**config.mk**
```make
export PLATFORM = sky130hd
export DESIGN_NAME = ball_ctrl
export DESIGN_NICKNAME = d
export VERILOG_FILES = /design/src/rtl/ball_ctrl.sv
export SDC_FILE = /design/constraint.sdc
export NUM_CORES = 1
export LEC_CHECK = 0
export CAP_MARGIN = 20
export CORE_MARGIN = 5
export CORE_UTILIZATION = 59
export DETAILED_ROUTE_END_ITERATION = 8
export GPL_TIMING_DRIVEN = 0
export PLACE_DENSITY = 0.95
export SETUP_SLACK_MARGIN = 0.3
export SYNTH_ARGS = -nofsm -noshare
export SYNTH_HDL_FRONTEND = slang
export SYNTH_SLANG_ARGS = --single-unit
export TNS_END_PERCENT = 20
```
**constraint.sdc**
```tcl
create_clock -name clk -period 9.85 [get_ports clk]
set_clock_uncertainty 0.15 [all_clocks]
set_input_delay 1.97 -clock clk [delete_from_list [all_inputs] [get_ports clk]]
set_output_delay 1.97 -clock clk [all_outputs]
set_load 0.03 [all_outputs]
```
**src/rtl/ball_ctrl.sv**
```systemverilog
//==============================================================================
// ball_ctrl : ball movement, bounce and serve control for the paddle game
// Revision  : 1.0  initial release
//==============================================================================
`default_nettype none

module ball_ctrl #(
    parameter int         MAX_X         = 640,
    parameter int         MAX_Y         = 480,
    parameter int         PADDLE_Y_LOW  = 470,
    parameter int         BALL_SIZE     = 8,
    parameter int         BALL_VELOCITY = 2,
    parameter logic [4:0] BALL_COLOR_r  = 5'b11111,
    parameter logic [5:0] BALL_COLOR_g  = 6'b111111,
    parameter logic [4:0] BALL_COLOR_b  = 5'b11111
) (
    input  logic        clk,
    input  logic        reset,
    input  logic        ref_tick,
    input  logic        launch,
    input  logic        brick_hit,
    input  logic [10:0] paddle_left,
    input  logic [10:0] paddle_right,
    input  logic [10:0] pix_x,
    input  logic [10:0] pix_y,
    output logic        ball_on,
    output logic [4:0]  ball_rgb_r,
    output logic [5:0]  ball_rgb_g,
    output logic [4:0]  ball_rgb_b,
    output logic [10:0] ball_x,
    output logic [10:0] ball_y,
    output logic        miss
);

    typedef enum logic [1:0] {
        IDLE = 2'd0,
        PLAY = 2'd1,
        MISS = 2'd2
    } state_t;

    localparam logic [10:0] c_size_m1    = 11'(BALL_SIZE - 1);
    localparam logic [10:0] c_half       = 11'(BALL_SIZE / 2);
    localparam logic [10:0] c_vel        = 11'(BALL_VELOCITY);
    localparam logic [10:0] c_right_lim  = 11'(MAX_X - 1 - BALL_VELOCITY);
    localparam logic [10:0] c_bottom_lim = 11'(MAX_Y - 1 - BALL_VELOCITY);
    localparam logic [10:0] c_pad_lo     = 11'(PADDLE_Y_LOW - BALL_VELOCITY);
    localparam logic [10:0] c_pad_hi     = 11'(PADDLE_Y_LOW - 1);
    localparam logic [10:0] c_serve_y    = 11'(PADDLE_Y_LOW - BALL_SIZE);

    state_t      r_state, w_state_nx;
    logic [10:0] r_ball_x, w_ball_x_nx;
    logic [10:0] r_ball_y, w_ball_y_nx;
    logic        r_dir_x, w_dir_x_nx;   // 1 = moving right
    logic        r_dir_y, w_dir_y_nx;   // 1 = moving up
    logic        r_brick, w_brick_nx;

    logic [10:0] w_right_edge;
    logic [10:0] w_bottom_edge;
    logic [10:0] w_paddle_w;
    logic [10:0] w_serve_x;
    logic        w_on_paddle;

    assign w_right_edge  = r_ball_x + c_size_m1;
    assign w_bottom_edge = r_ball_y + c_size_m1;
    assign w_paddle_w    = paddle_right - paddle_left + 11'd1;
    assign w_serve_x     = paddle_left + (w_paddle_w >> 1) - c_half;
    assign w_on_paddle   = !r_dir_y
                         && (w_bottom_edge >= c_pad_lo) && (w_bottom_edge <= c_pad_hi)
                         && (w_right_edge >= paddle_left) && (r_ball_x <= paddle_right);

    always_ff @(posedge clk or posedge reset) begin
        if (reset) begin
            r_state  <= IDLE;
            r_ball_x <= 11'd0;
            r_ball_y <= c_serve_y;
            r_dir_x  <= 1'b1;
            r_dir_y  <= 1'b1;
            r_brick  <= 1'b0;
        end else begin
            r_state  <= w_state_nx;
            r_ball_x <= w_ball_x_nx;
            r_ball_y <= w_ball_y_nx;
            r_dir_x  <= w_dir_x_nx;
            r_dir_y  <= w_dir_y_nx;
            r_brick  <= w_brick_nx;
        end
    end

    always_comb begin
        w_state_nx  = r_state;
        w_ball_x_nx = r_ball_x;
        w_ball_y_nx = r_ball_y;
        w_dir_x_nx  = r_dir_x;
        w_dir_y_nx  = r_dir_y;
        w_brick_nx  = r_brick;
        case (r_state)
            IDLE: begin
                w_brick_nx = 1'b0;
                if (ref_tick) begin
                    if (launch) begin
                        w_state_nx = PLAY;
                        w_dir_x_nx = 1'b1;
                        w_dir_y_nx = 1'b1;
                    end else begin
                        w_ball_x_nx = w_serve_x;
                        w_ball_y_nx = c_serve_y;
                    end
                end
            end
            PLAY: begin
                if (!ref_tick) begin
                    w_brick_nx = r_brick | brick_hit;
                end else begin
                    w_brick_nx = 1'b0;
                    if (w_bottom_edge >= c_bottom_lim) begin
                        w_state_nx = MISS;
                    end else begin
                        if (r_ball_x <= c_vel)
                            w_dir_x_nx = 1'b1;
                        else if (w_right_edge >= c_right_lim)
                            w_dir_x_nx = 1'b0;
                        // One vertical action per tick: paddle, then top, then brick
                        if (w_on_paddle)
                            w_dir_y_nx = 1'b1;
                        else if (r_ball_y <= c_vel)
                            w_dir_y_nx = 1'b0;
                        else if (r_brick || brick_hit)
                            w_dir_y_nx = ~r_dir_y;
                        w_ball_x_nx = w_dir_x_nx ? r_ball_x + c_vel : r_ball_x - c_vel;
                        w_ball_y_nx = w_dir_y_nx ? r_ball_y - c_vel : r_ball_y + c_vel;
                    end
                end
            end
            MISS: begin
                w_brick_nx = 1'b0;
                w_state_nx = IDLE;
            end
            default: begin
                w_state_nx = IDLE;
            end
        endcase
    end

    assign ball_on = (pix_x >= r_ball_x) && (pix_x <= w_right_edge)
                  && (pix_y >= r_ball_y) && (pix_y <= w_bottom_edge);
    assign ball_rgb_r = BALL_COLOR_r;
    assign ball_rgb_g = BALL_COLOR_g;
    assign ball_rgb_b = BALL_COLOR_b;
    assign ball_x     = r_ball_x;
    assign ball_y     = r_ball_y;
    assign miss       = (r_state == MISS);

endmodule

`default_nettype wire

```
# == Word-level counts from Yosys, hierarchy flattened ==
# Cells that the tools add are included.
# classes
reduce_logical,16
muxes,38
n_eq_ne,8
bitwise,2
add_sub_neg,10
n_lt_le_gt_ge,12
# op_table
op,count
2-to-1 mux 11 bit,10
one-hot mux 11 bit (2 select lines),2
>= comparator 11 bit,3
less-or-equal comparator 11 bit,3
"adder 11 x 2 -> 11 bit, second input constant",2
"adder 11 x 3 -> 11 bit, second input constant",2
">= comparator 11 x 9 -> 1 bit, second input constant",2
"less-or-equal comparator 11 x 2 -> 1 bit, second input constant",2
"subtractor 11 x 2 -> 11 bit, second input constant",2
2-to-1 mux 1 bit,18
"!= test 2 bit, second input constant",6
"adder 11 x 1 -> 11 bit, second input constant",1
adder 11 x 10 -> 11 bit,1
">= comparator 11 x 10 -> 1 bit, second input constant",1
"less-or-equal comparator 11 x 9 -> 1 bit, second input constant",1
subtractor 11 bit,1
"subtractor 11 x 3 -> 11 bit, second input constant",1
AND reduction 5 bit,2
2-to-1 mux 2 bit,4
logical AND 1 bit,7
one-hot mux 1 bit (2 select lines),3
one-hot mux 2 bit (2 select lines),1
AND reduction 4 bit,1
nonzero test 2 bit,2
other kinds (8),8
# word_totals
ff_bits,27
elab_cells,92
output_inout_bits,40

# == Longest topological paths before layout ==
# Gate-level depths: netlist (run 1).
# logic_depth
word_depth,14
mapped_depth,24
depth_no_buf,24

# == Worst setup path before layout (run 1) ==
# OpenSTA, ideal clock, no wires.
# synth_path
kind,input to output
from,in pix_x[1]
to,out ball_on
required_time_ns,7.730
path_buffers,0
stages,9
arrival_time_ns,4.597
path_slack_ns,3.133
path_cell_list,ha_1 nor2b_1 o21ai_0 nand2b_1 a21oi_1 o21ai_0 o31ai_1 a21oi_1 a2111oi_0
# synth_between
elab_chain_len,4
word_cells_on_any_way,5
# synth_lines
element,line,source
start: declaration,24,"input logic [10:0] pix_x,"
>= comparator 11 bit / less-or-equal comparator 11 bit (equally long branches),144,assign ball_on = (pix_x >= r_ball_x) && (pix_x <= w_right_edge)
logical AND 1 bit (*),144,
logical AND 1 bit (*) (2 in series),145,&& (pix_y >= r_ball_y) && (pix_y <= w_bottom_edge);
end: declaration,26,"output logic ball_on,"
# Every way passes the cells marked *; elsewhere a longest branch is shown, timed or not.

# == Worst setup path in the final report (run 1) ==
# layout_path
from,in pix_y[2]
to,out ball_on
# layout_between
elab_chain_len,3
word_cells_on_any_way,4
# layout_lines
element,line,source
start: declaration,25,"input logic [10:0] pix_y,"
>= comparator 11 bit,145,
logical AND 1 bit,145,
logical AND 1 bit (*),145,
# Marked as above.

==> results of run 1 <==
-- flip-flops by register name, summed over array words and instances, names as in the netlist --
name and flops:
r_dir_y 1, r_dir_x 1, r_brick 1, ball_x 11, r_state 2, ball_y 10
-- metrics by stage --
step	area, um^2	worst slack [ns]	hold slack [ns]	utilization [%]	power, uW
2_1_floorplan	5090	3.13	0.328	-	1100
3_3_place_gp	5930	2.79	0.339	71.8	1400
3_5_place_dp	5930	2.75	0.346	71.8	1470
4_1_cts	6000	2.73	0.360	72.7	1570
5_1_grt	6030	2.52	0.399	73.0	1730
6_report	6030	2.74	0.358	73.0	1590
-- worst reg2reg max path, delay by kind of cell, from the launching register on --
kind            cells  cell delay [ns]
compound gates      7             1.27
xor+xnor            1             0.34
fa+ha+maj           2             0.61
buf+inv             3             0.46
flops               1             0.44
simple gates        3             0.84
-- report_power, final --
| group | switching, uW | total [uW] | internal (uW) |
|---|---|---|---|
| registers | 73.0 | 228 | 155 |
| clock network | 38.0 | 92.5 | 54.4 |
| logic | 761 | 1270 | 511 |
| total | 871 | 1590 | 721 |
-- cells in the final DEF, fill, tap and decap left out, drive strengths merged, types with 15 or more instances in the layout --
master	Yosys	routed
ha	109	109
xnor2	31	31
nand2	38	38
clkdlybuf4s50	0	71
buf	33	34
inv	80	80
nor2	53	53
o21ai	35	35
conb	2	17
dfrtp	18	18
nand4	15	15
nor3	21	21
a21oi	35	35
-- worst max-delay path by stage --
stage	endpoint	cells past startpoint	startpoint	slack, ns
6_report	ball_on	10	pix_y[2]	2.74
5_1_grt	ball_on	10	pix_y[2]	2.52
4_1_cts	ball_on	11	pix_y[1]	2.73
3_5_place_dp	ball_on	11	pix_y[1]	2.75
3_3_place_gp	ball_on	11	pix_y[1]	2.79
2_1_floorplan	ball_on	9	pix_x[1]	3.13
-- per-layer routing --
layer | up-vias | routed length (um) | track usage (%)
li1 | 2443 | - | -
met1 | 2311 | 5490 | 31.6
met2 | 258 | 7180 | 51.5
met3 | 66 | 1060 | 4.10
met4 | 0 | 726 | 13.4
met5 | - | 0 | 0
-- layout make-up --
| class | instances | area (um^2) | share of cell area [%] |
|---|---|---|---|
| well taps | 105 | 131 | 2.18 |
| plain buffers | 39 | 241 | 4.01 |
| flip-flops and latches | 26 | 661 | 11.0 |
| repair buffers | 72 | 738 | 12.2 |
| inverters | 80 | 300 | 4.98 |
| multi-input cells | 511 | 3880 | 64.4 |
| clock inverters | 1 | 30.0 | 0.498 |
| clock buffers | 3 | 41.3 | 0.685 |
-- logic make-up (layout without fill, tap and decap cells) --
group / after synthesis / count (layout) / synth area share [%]
compound gates: 154 / 154 / 20.8
flops: 26 / 26 / 13.1
simple gates: 177 / 177 / 17.8
other cells: 2 / 17 / 0.149
xor+xnor: 41 / 41 / 7.14
mux: 11 / 11 / 2.31
fa+ha+maj: 111 / 111 / 27.9
buf+inv: 119 / 195 / 10.8
==> reports/summary.txt, run 1 <==
Worst EP required: 7.73 ns
First-pass iteration count of the detailed router: 6
Critical Path Sink Type: output port
DR vias: 5078
Outcome: completed
Crit share post-route: 72.1%
Total of max-cap violations: 0
Unrepaired setup endpoints after global routing: no
Share of flip-flops with an asynchronous set or reset: 100%
Worst reg-to-reg setup slack: 5.67 ns
Most common cell in the netlist: ha_1
Pin count of the biggest net entering global routing: 27
Netlist cell types: 73
Post-CTS setup buffers: 0
Hold Crit Class: reg2reg
Setup TNS: 0 ns
Post-Syn Instances: 641
CTS Buffer Depth: 2
Initial antenna violation count: 0
Routed len/inst: 17.3 um
DRT Wirelength: 14500 um
Final hold vios: 0
Cell accounting for the most synthesized area: ha_1
Final cell count without fillers: 837
Hold Crit Start: r_dir_x
Vias in the first global route: 5292
Detail Route Antenna Nets: 0
Hold-fix buffers, CTS: 0
Most frequent CP cell: clkdlybuf4s50_1
DRC errors left: 0
Row count: 33
Synth Area per Inst: 7.85 um^2
Clk_lat worst skew: 0.28 ns
Initial drt markers: 267
Critical setup path kind: in2out
CTS H-Tree Depth: 1
Port Buffers: 71
Post-synth EDFFs: 0
Worst path slowest cell: clkdlybuf4s50_1
Die Span Y: 102 um
Cell Pwr Density: 264 nW/um^2
Dpl cells: 832
Root buf cell: clkbuf_8
Final Critical Period: 7.11 ns
CTS tree: built
Die X: 102 um
Worst-path maximum fanout: 2
Max Clock Freq: 141 MHz
Gp weighted congestion: 0.970
Dominant cells by area after synthesis: ha_1, dfrtp_1, inv_1, xnor2_1, dfstp_2
Worst r2r dst: ball_y[10]
GRT Overall Usage: 28.0%
Antenna Cells: 0
CORE AREA: 8260 um^2
First-pass GRT wire length: 23900 um
Commonest cells in the netlist: ha_1, inv_1, nor2_1
Effective utilization at floorplan: 60.9%
Final setup fails: 0
Rel. slew slack: 47.4%
Cell depth of the worst flop-to-flop path: 16
DP Wirelength: 12200 um
# IOs: 89
Startpoint types: primary input
Final slew viol count: 0
Die area: 10500 um^2
Leakage: 0.00290 uW
Resized cells post-CTS: 0
FF-to-FF Start: ball_x[2]
Worst-path clk slew: 0.09 ns
Seq/Total Area, Yosys: 13.1%
Fill count: 626
Cell area after synthesis: 5030 um^2
Hold endpoint: r_dir_x
Synthesized flop and latch total: 26
Area growth syn-to-layout: 19.8%
Hold Path Stages: 2
CP top delay family: buffers and inverters
Remaining global-route overflow: 0
Share of layout cells above drive strength 1: 7.92%
TritonCTS Buffers: 3
Vias/cell: 6.07
Worst path bufs/invs: 2
Worst path cell trace: clkdlybuf4s50_1 > ha_1 > nand4_1 > nor2_1 > nor4_1 > a221oi_1 > a211oi_1 > o22ai_1 > a2111oi_0 > clkdlybuf4s50_1
Dominant synthesized flop cell: dfrtp_1
VDD IR max: 131 uV
CP max stage delay: 0.75 ns
YS warnings: 0
Crit path arrival time: 4.99 ns
Clock Sinks: 26
Yosys top cell area share: 27.1%
Slew @ Worst Pin: 0.783 ns
Final #Nets: 893
(Power assumes the default switching activity.)
==> run 2: changes to the inputs <==
Settings changed: CORE_UTILIZATION 59 to 50, PLACE_DENSITY 0.95 to 0.87.
Clock period 9.85 ns to 5.7 ns, I/O delays scaled along.
==> run 2 against run 1 <==
Critical path depth up 8. Count of clock-buffer cells in the layout unchanged. Global-route usage decreased by 3.6 points. Largest cell class unchanged. Non-clock buffer count did not move. Core utilization down 11 points. Sequential power up 72%. Combinational power is 72% higher. Die area is 16% higher. Final cell count grew 3.3%. Critical endpoint is now ball_x[10]. Cell area increased by 0.50%.
==> reports/summary.txt, run 2 (same netlist as run 1, synthesis figures left out) <==
Outcome: completed (unchanged)
Remaining global-route overflow: 0 (unchanged)
Post-DP Area: 5960 um^2 (was 5930 um^2)
Worst path slowest cell: o41ai_1 (was clkdlybuf4s50_1)
Worst EP required: 5.76 ns (was 7.73 ns)
GRT Overall Usage: 24.4% (was 28.0%)
Max reg flops: 11 (unchanged)
DRC errors left: 0 (unchanged)
Antenna Cells: 0 (unchanged)
Gp weighted congestion: 0.936 (was 0.970)
Total chip power: 2740 uW (was 1590 uW)
DRT Wirelength: 14700 um (was 14500 um)
Clk_lat worst skew: 0.27 ns (was 0.28 ns)
Worst path cell trace: clkdlybuf4s50_1 > inv_1 > ha_1 > ha_1 > a21o_1 > a21oi_1 > o21ai_0 > a21oi_1 > o21ai_0 > xnor2_1 > ha_1 > inv_1 > ha_1 > o41ai_1 > o21ai_0 > xnor2_1 > nand2_1 > nand3_1 (was clkdlybuf4s50_1 > ha_1 > nand4_1 > nor2_1 > nor4_1 > a221oi_1 > a211oi_1 > o22ai_1 > a2111oi_0 > clkdlybuf4s50_1)
Clock Sinks: 26 (unchanged)
Vias in the first global route: 5074 (was 5292)
CP max stage delay: 0.55 ns (was 0.75 ns)
Initial drt markers: 260 (was 267)
Pre-CTS setup slack: 0.280 ns (was 2.75 ns)
Die X: 110 um (was 102 um)
Commonest non-fill, non-tap cells in the layout: ha_1, inv_1, clkdlybuf4s50_1 (unchanged)
Port Buffers: 71 (unchanged)
Initial antenna violation count: 0 (unchanged)
Area growth syn-to-layout: 20.4% (was 19.8%)
VDD IR max: 207 uV (was 131 uV)
Vias/cell: 5.71 (was 6.07)
Final slew viol count: 0 (unchanged)
Startpoint types: primary input (unchanged)
Pin count of the biggest net entering global routing: 27 (unchanged)
CTS tree: built (unchanged)
DP Wirelength: 12500 um (was 12200 um)
Critical Path Sink Type: register (was output port)
Unrepaired setup endpoints after global routing: no (unchanged)
Die Span Y: 110 um (was 102 um)
Final hold vios: 0 (unchanged)
Final #Nets: 893 (unchanged)
Die area: 12200 um^2 (was 10500 um^2)
TritonCTS Buffers: 3 (unchanged)
CTS Buffer Depth: 2 (unchanged)
PnR worst setup slack: 0.483 ns (was 2.74 ns)
Slew @ Worst Pin: 0.793 ns (was 0.783 ns)
Total of max-cap violations: 0 (unchanged)
Setup TNS: 0 ns (unchanged)
First-pass GRT wire length: 23900 um (about the same)
Cell Pwr Density: 452 nW/um^2 (was 264 nW/um^2)
Final core occ: 62.0% (was 73.0%)
Crit path arrival time: 5.28 ns (was 4.99 ns)
Root buf cell: clkbuf_8 (unchanged)
Hold Crit Class: reg2reg (unchanged)
CORE AREA: 9770 um^2 (was 8260 um^2)
First-pass iteration count of the detailed router: 5 (was 6)
Share of layout cells above drive strength 1: 8.06% (was 7.92%)
Routed len/inst: 17.0 um (was 17.3 um)
Worst-path maximum fanout: 4 (was 2)
Row count: 36 (was 33)
DR vias: 4935 (was 5078)
Worst-path clk slew: 0.09 ns (about the same)
CTS H-Tree Depth: 1 (unchanged)
Most common cell after layout, fill and taps aside: ha_1 (unchanged)
Rel. slew slack: 46.7% (was 47.4%)
Most frequent CP cell: ha_1 (was clkdlybuf4s50_1)
Detail Route Antenna Nets: 0 (unchanged)
Final setup fails: 0 (unchanged)
Max Clock Freq: 192 MHz
Critical setup path kind: in2reg (was in2out)
Effective utilization at floorplan: 51.5% (was 60.9%)
Leakage: 0.00290 uW (about the same)
Hold-fix buffers, CTS: 0 (unchanged)
Final instance area: 6060 um^2 (was 6030 um^2)
Crit share post-route: 91.5%
Final Critical Period: 5.22 ns
# IOs: 89 (unchanged)
==> run 2: final timing paths <==
| check | startpoint | to | slack, ns | cells past startpoint |
|---|---|---|---|---|
| max | paddle_left[2] | ball_x[10] | 0.48 | 18 |
| min | r_brick | r_brick | 0.37 | 2 |
| max reg2reg | ball_x[2] | ball_y[10] | 1.46 | 16 |
| min reg2reg | r_brick | r_brick | 0.37 | 2 |
| max in group asynchronous | reset | ball_y[3] | 3.94 | 3 |
| min in group asynchronous | reset | ball_y[4] | 0.96 | 2 |
==> run 2: area by class of cell <==
class | count | area (um^2)
plain buffers | 39 | 241
fillers | 885 | 3720
well taps | 133 | 166
multi-input cells | 511 | 3880
clock buffers | 3 | 41.3
inverters | 80 | 300
repair buffers | 72 | 733
flip-flops and latches | 26 | 661
clock inverters | 1 | 30.0
==> run 2: critical path: cells and delay by family <==
family	cells	cell delay [ns]
adder cells (fa/ha/maj)	4	1.12
AO/OA/AOI/OAI	7	1.77
AND/OR/NAND/NOR	2	0.18
buffers and inverters	3	0.62
XOR/XNOR	2	0.44
==> run 2: what timing repair did <==
action | in CTS | in global routing
setup buffers | 0 | 0
resized for setup | 1 | 2
setup endpoints to repair | 1 | 1
==> run 2: layer usage <==
metal,wire (um),GRT usage [%],share of wire [%]
met5,0,0,0
met3,725,2.50,4.9
met1,6010,28.2,41
met4,505,8.36,3.4
met2,7470,46.4,51
==> run 2: where the power goes <==
| part | leakage, uW | internal (uW) | switching, uW |
|---|---|---|---|
| logic | 0.00256 | 883 | 1310 |
| clock network | 0.0000357 | 94.0 | 60.7 |
| registers | 0.000309 | 269 | 124 |
| total | 0.00290 | 1250 | 1490 |
==> run 2: stage by stage <==
step	std cells	hold slack [ns]
6_report	865	0.372
5_1_grt	865	0.409
4_1_cts	864	0.380
3_5_place_dp	860	0.357
3_3_place_gp	860	0.354
2_1_floorplan	656	0.328
==> run 3: changes to the inputs <==
Settings changed: GPL_TIMING_DRIVEN 0 to 1, SKIP_CTS_REPAIR_TIMING set to 1.
==> run 3 against run 2 <==
Combinational power shrank 4%. Cell area shrank 3.1%. Global-route usage shrank 1.4 points. Via count grew 0.67%. Final cell count shrank 3.8%. First-iteration DRC count grew 19%. Core utilization shrank 1.9 points. Die area is the same. Largest cell class unchanged.
==> reports/summary.txt, run 3 (same netlist as run 1, synthesis figures left out) <==
Outcome: completed (unchanged)
Die Span Y: 110 um (unchanged)
Root buf cell: clkbuf_8 (unchanged)
Die X: 110 um (unchanged)
Leakage: 0.00280 uW (was 0.00290 uW)
DRC errors left: 0 (unchanged)
Final Critical Period: 5.14 ns (was 5.22 ns)
Port Buffers: 71 (unchanged)
GRT Overall Usage: 23.0% (was 24.4%)
First-pass iteration count of the detailed router: 8 (was 5)
Initial drt markers: 309 (was 260)
Clock Sinks: 26 (unchanged)
DP Wirelength: 11700 um (was 12500 um)
Gp weighted congestion: 0.979 (was 0.936)
VDD IR max: 229 uV (was 207 uV)
Clk_lat worst skew: 0.28 ns (was 0.27 ns)
Cell depth of the worst flop-to-flop path: 15 (was 16)
Final instance area: 5870 um^2 (was 6060 um^2)
Unrepaired setup endpoints after global routing: no (unchanged)
Routed len/inst: 17.2 um (was 17.0 um)
FF-to-FF Start: ball_x[1] (was ball_x[2])
Share of layout cells above drive strength 1: 4.43% (was 8.06%)
Commonest non-fill, non-tap cells in the layout: ha_1, inv_1, clkdlybuf4s50_1 (unchanged)
Worst r2r dst: ball_y[10] (unchanged)
Fill count: 891 (was 885)
Total of max-cap violations: 0 (unchanged)
CTS Buffer Depth: 2 (unchanged)
Final hold vios: 0 (unchanged)
Hold Crit Start: r_dir_x (was r_brick)
CTS H-Tree Depth: 1 (unchanged)
Critical setup path kind: in2reg (unchanged)
Worst EP required: 5.76 ns (about the same)
Post-DP Area: 5760 um^2 (was 5960 um^2)
Final #Nets: 860 (was 893)
Pin count of the biggest net entering global routing: 27 (unchanged)
Detail Route Antenna Nets: 0 (unchanged)
WHS: 0.373 ns (was 0.372 ns)
Die area: 12200 um^2 (unchanged)
Row count: 36 (unchanged)
Cell Pwr Density: 462 nW/um^2 (was 452 nW/um^2)
CTS tree: built (unchanged)
Antenna Cells: 0 (unchanged)
Hold Crit Class: reg2reg (unchanged)
First-pass GRT wire length: 22800 um (was 23900 um)
Worst reg-to-reg setup slack: 1.49 ns (was 1.46 ns)
Area growth syn-to-layout: 16.7% (was 20.4%)
Slew @ Worst Pin: 0.899 ns (was 0.793 ns)
Hold endpoint: r_dir_x (was r_brick)
TritonCTS Buffers: 3 (unchanged)
CORE AREA: 9770 um^2 (unchanged)
Setup TNS: 0 ns (unchanged)
DRT Wirelength: 14300 um (was 14700 um)
Hold Path Stages: 2 (unchanged)
Rel. slew slack: 39.6% (was 46.7%)
Most common cell after layout, fill and taps aside: ha_1 (unchanged)
Worst-path clk slew: 0.10 ns (was 0.09 ns)
Effective utilization at floorplan: 51.5% (unchanged)
Final setup fails: 0 (unchanged)
Vias/cell: 5.97 (was 5.71)
Initial antenna violation count: 0 (unchanged)
Max reg flops: 11 (unchanged)
Critical Path Sink Type: register (unchanged)
Final slew viol count: 0 (unchanged)
Max Clock Freq: 195 MHz (was 192 MHz)
# IOs: 89 (unchanged)
Crit share post-route: 90.2% (was 91.5%)
Worst-path maximum fanout: 2 (was 4)
Remaining global-route overflow: 0 (unchanged)
Vias in the first global route: 4937 (was 5074)
Startpoint types: primary input (unchanged)
DR vias: 4968 (was 4935)
Crit path arrival time: 5.20 ns (was 5.28 ns)
-- run 3: cell count changes in the layout (fill, tap and decap cells not counted) --
cell	previous run	this run
buf_1	1	0
buf_2	12	0
buf_4	19	5
clkbuf_1	5	0
clkbuf_2	2	0
dlymetal6s2s_1	0	1
-- run 3: final cells by class --
type	instances	area [um^2]	area share, %
Sequential cell	26	661	11.2
Multi-Input combinational cell	511	3880	66.1
Tap cell	133	166	2.83
Inverter	80	300	5.11
Timing Repair Buffer	78	790	13.4
Clock inverter	1	30.0	0.511
Clock buffer	3	41.3	0.703
-- run 3: how the worst max path moves through the flow --
stage | start | endpoint | slack, ns | cells after the start
floorplan | ball_y[1] | ball_on | 0.37 | 13
detailed placement | pix_x[1] | ball_on | 0.26 | 11
CTS | ball_y[1] | ball_on | 0.21 | 12
global route | paddle_right[1] | ball_x[9] | 0.31 | 25
finish | paddle_right[1] | ball_x[9] | 0.56 | 19
global placement | pix_x[1] | ball_on | 0.30 | 11
-- run 3: critical path, stage by stage --
cell and delay [ns]:
clkdlybuf4s50_1 0.45, inv_1 0.05, ha_1 0.27, inv_1 0.06, ha_1 0.17, inv_1 0.06
fa_1 0.47, inv_1 0.04, ha_1 0.28, ha_1 0.23, fa_1 0.41, a21o_1 0.17
a21oi_1 0.25, o21ai_0 0.20, o41ai_1 0.39, xnor2_1 0.20, nor2_1 0.07, a31oi_1 0.14
a2bb2oi_1 0.15
-- run 3: routing by layer --
metal | up-vias | GRT usage, % | part of all wire, %
met3 | 33 | 2.10 | 5.9
met2 | 204 | 42.2 | 50
met5 | - | 0 | 0
li1 | 2383 | - | -
met4 | 0 | 6.33 | 2.5
met1 | 2348 | 28.7 | 42
-- run 3: through the flow --
step	worst slack (ns)	instances	total power [uW]	utilization (%)
after floorplan	0.370	656	1910	-
after global placement	0.303	826	2420	58.9
after detailed placement	0.260	826	2510	58.9
after CTS	0.208	830	2670	59.7
after global routing	0.311	832	2930	60.1
final	0.559	832	2720	60.1
-- run 3: report_power, final --
part	internal (uW)	leakage (uW)	switching, uW	total [uW]
Sequential	269	0.000309	176	445
Combinational	863	0.00246	1250	2110
Clock	94.1	0.0000357	63.2	157
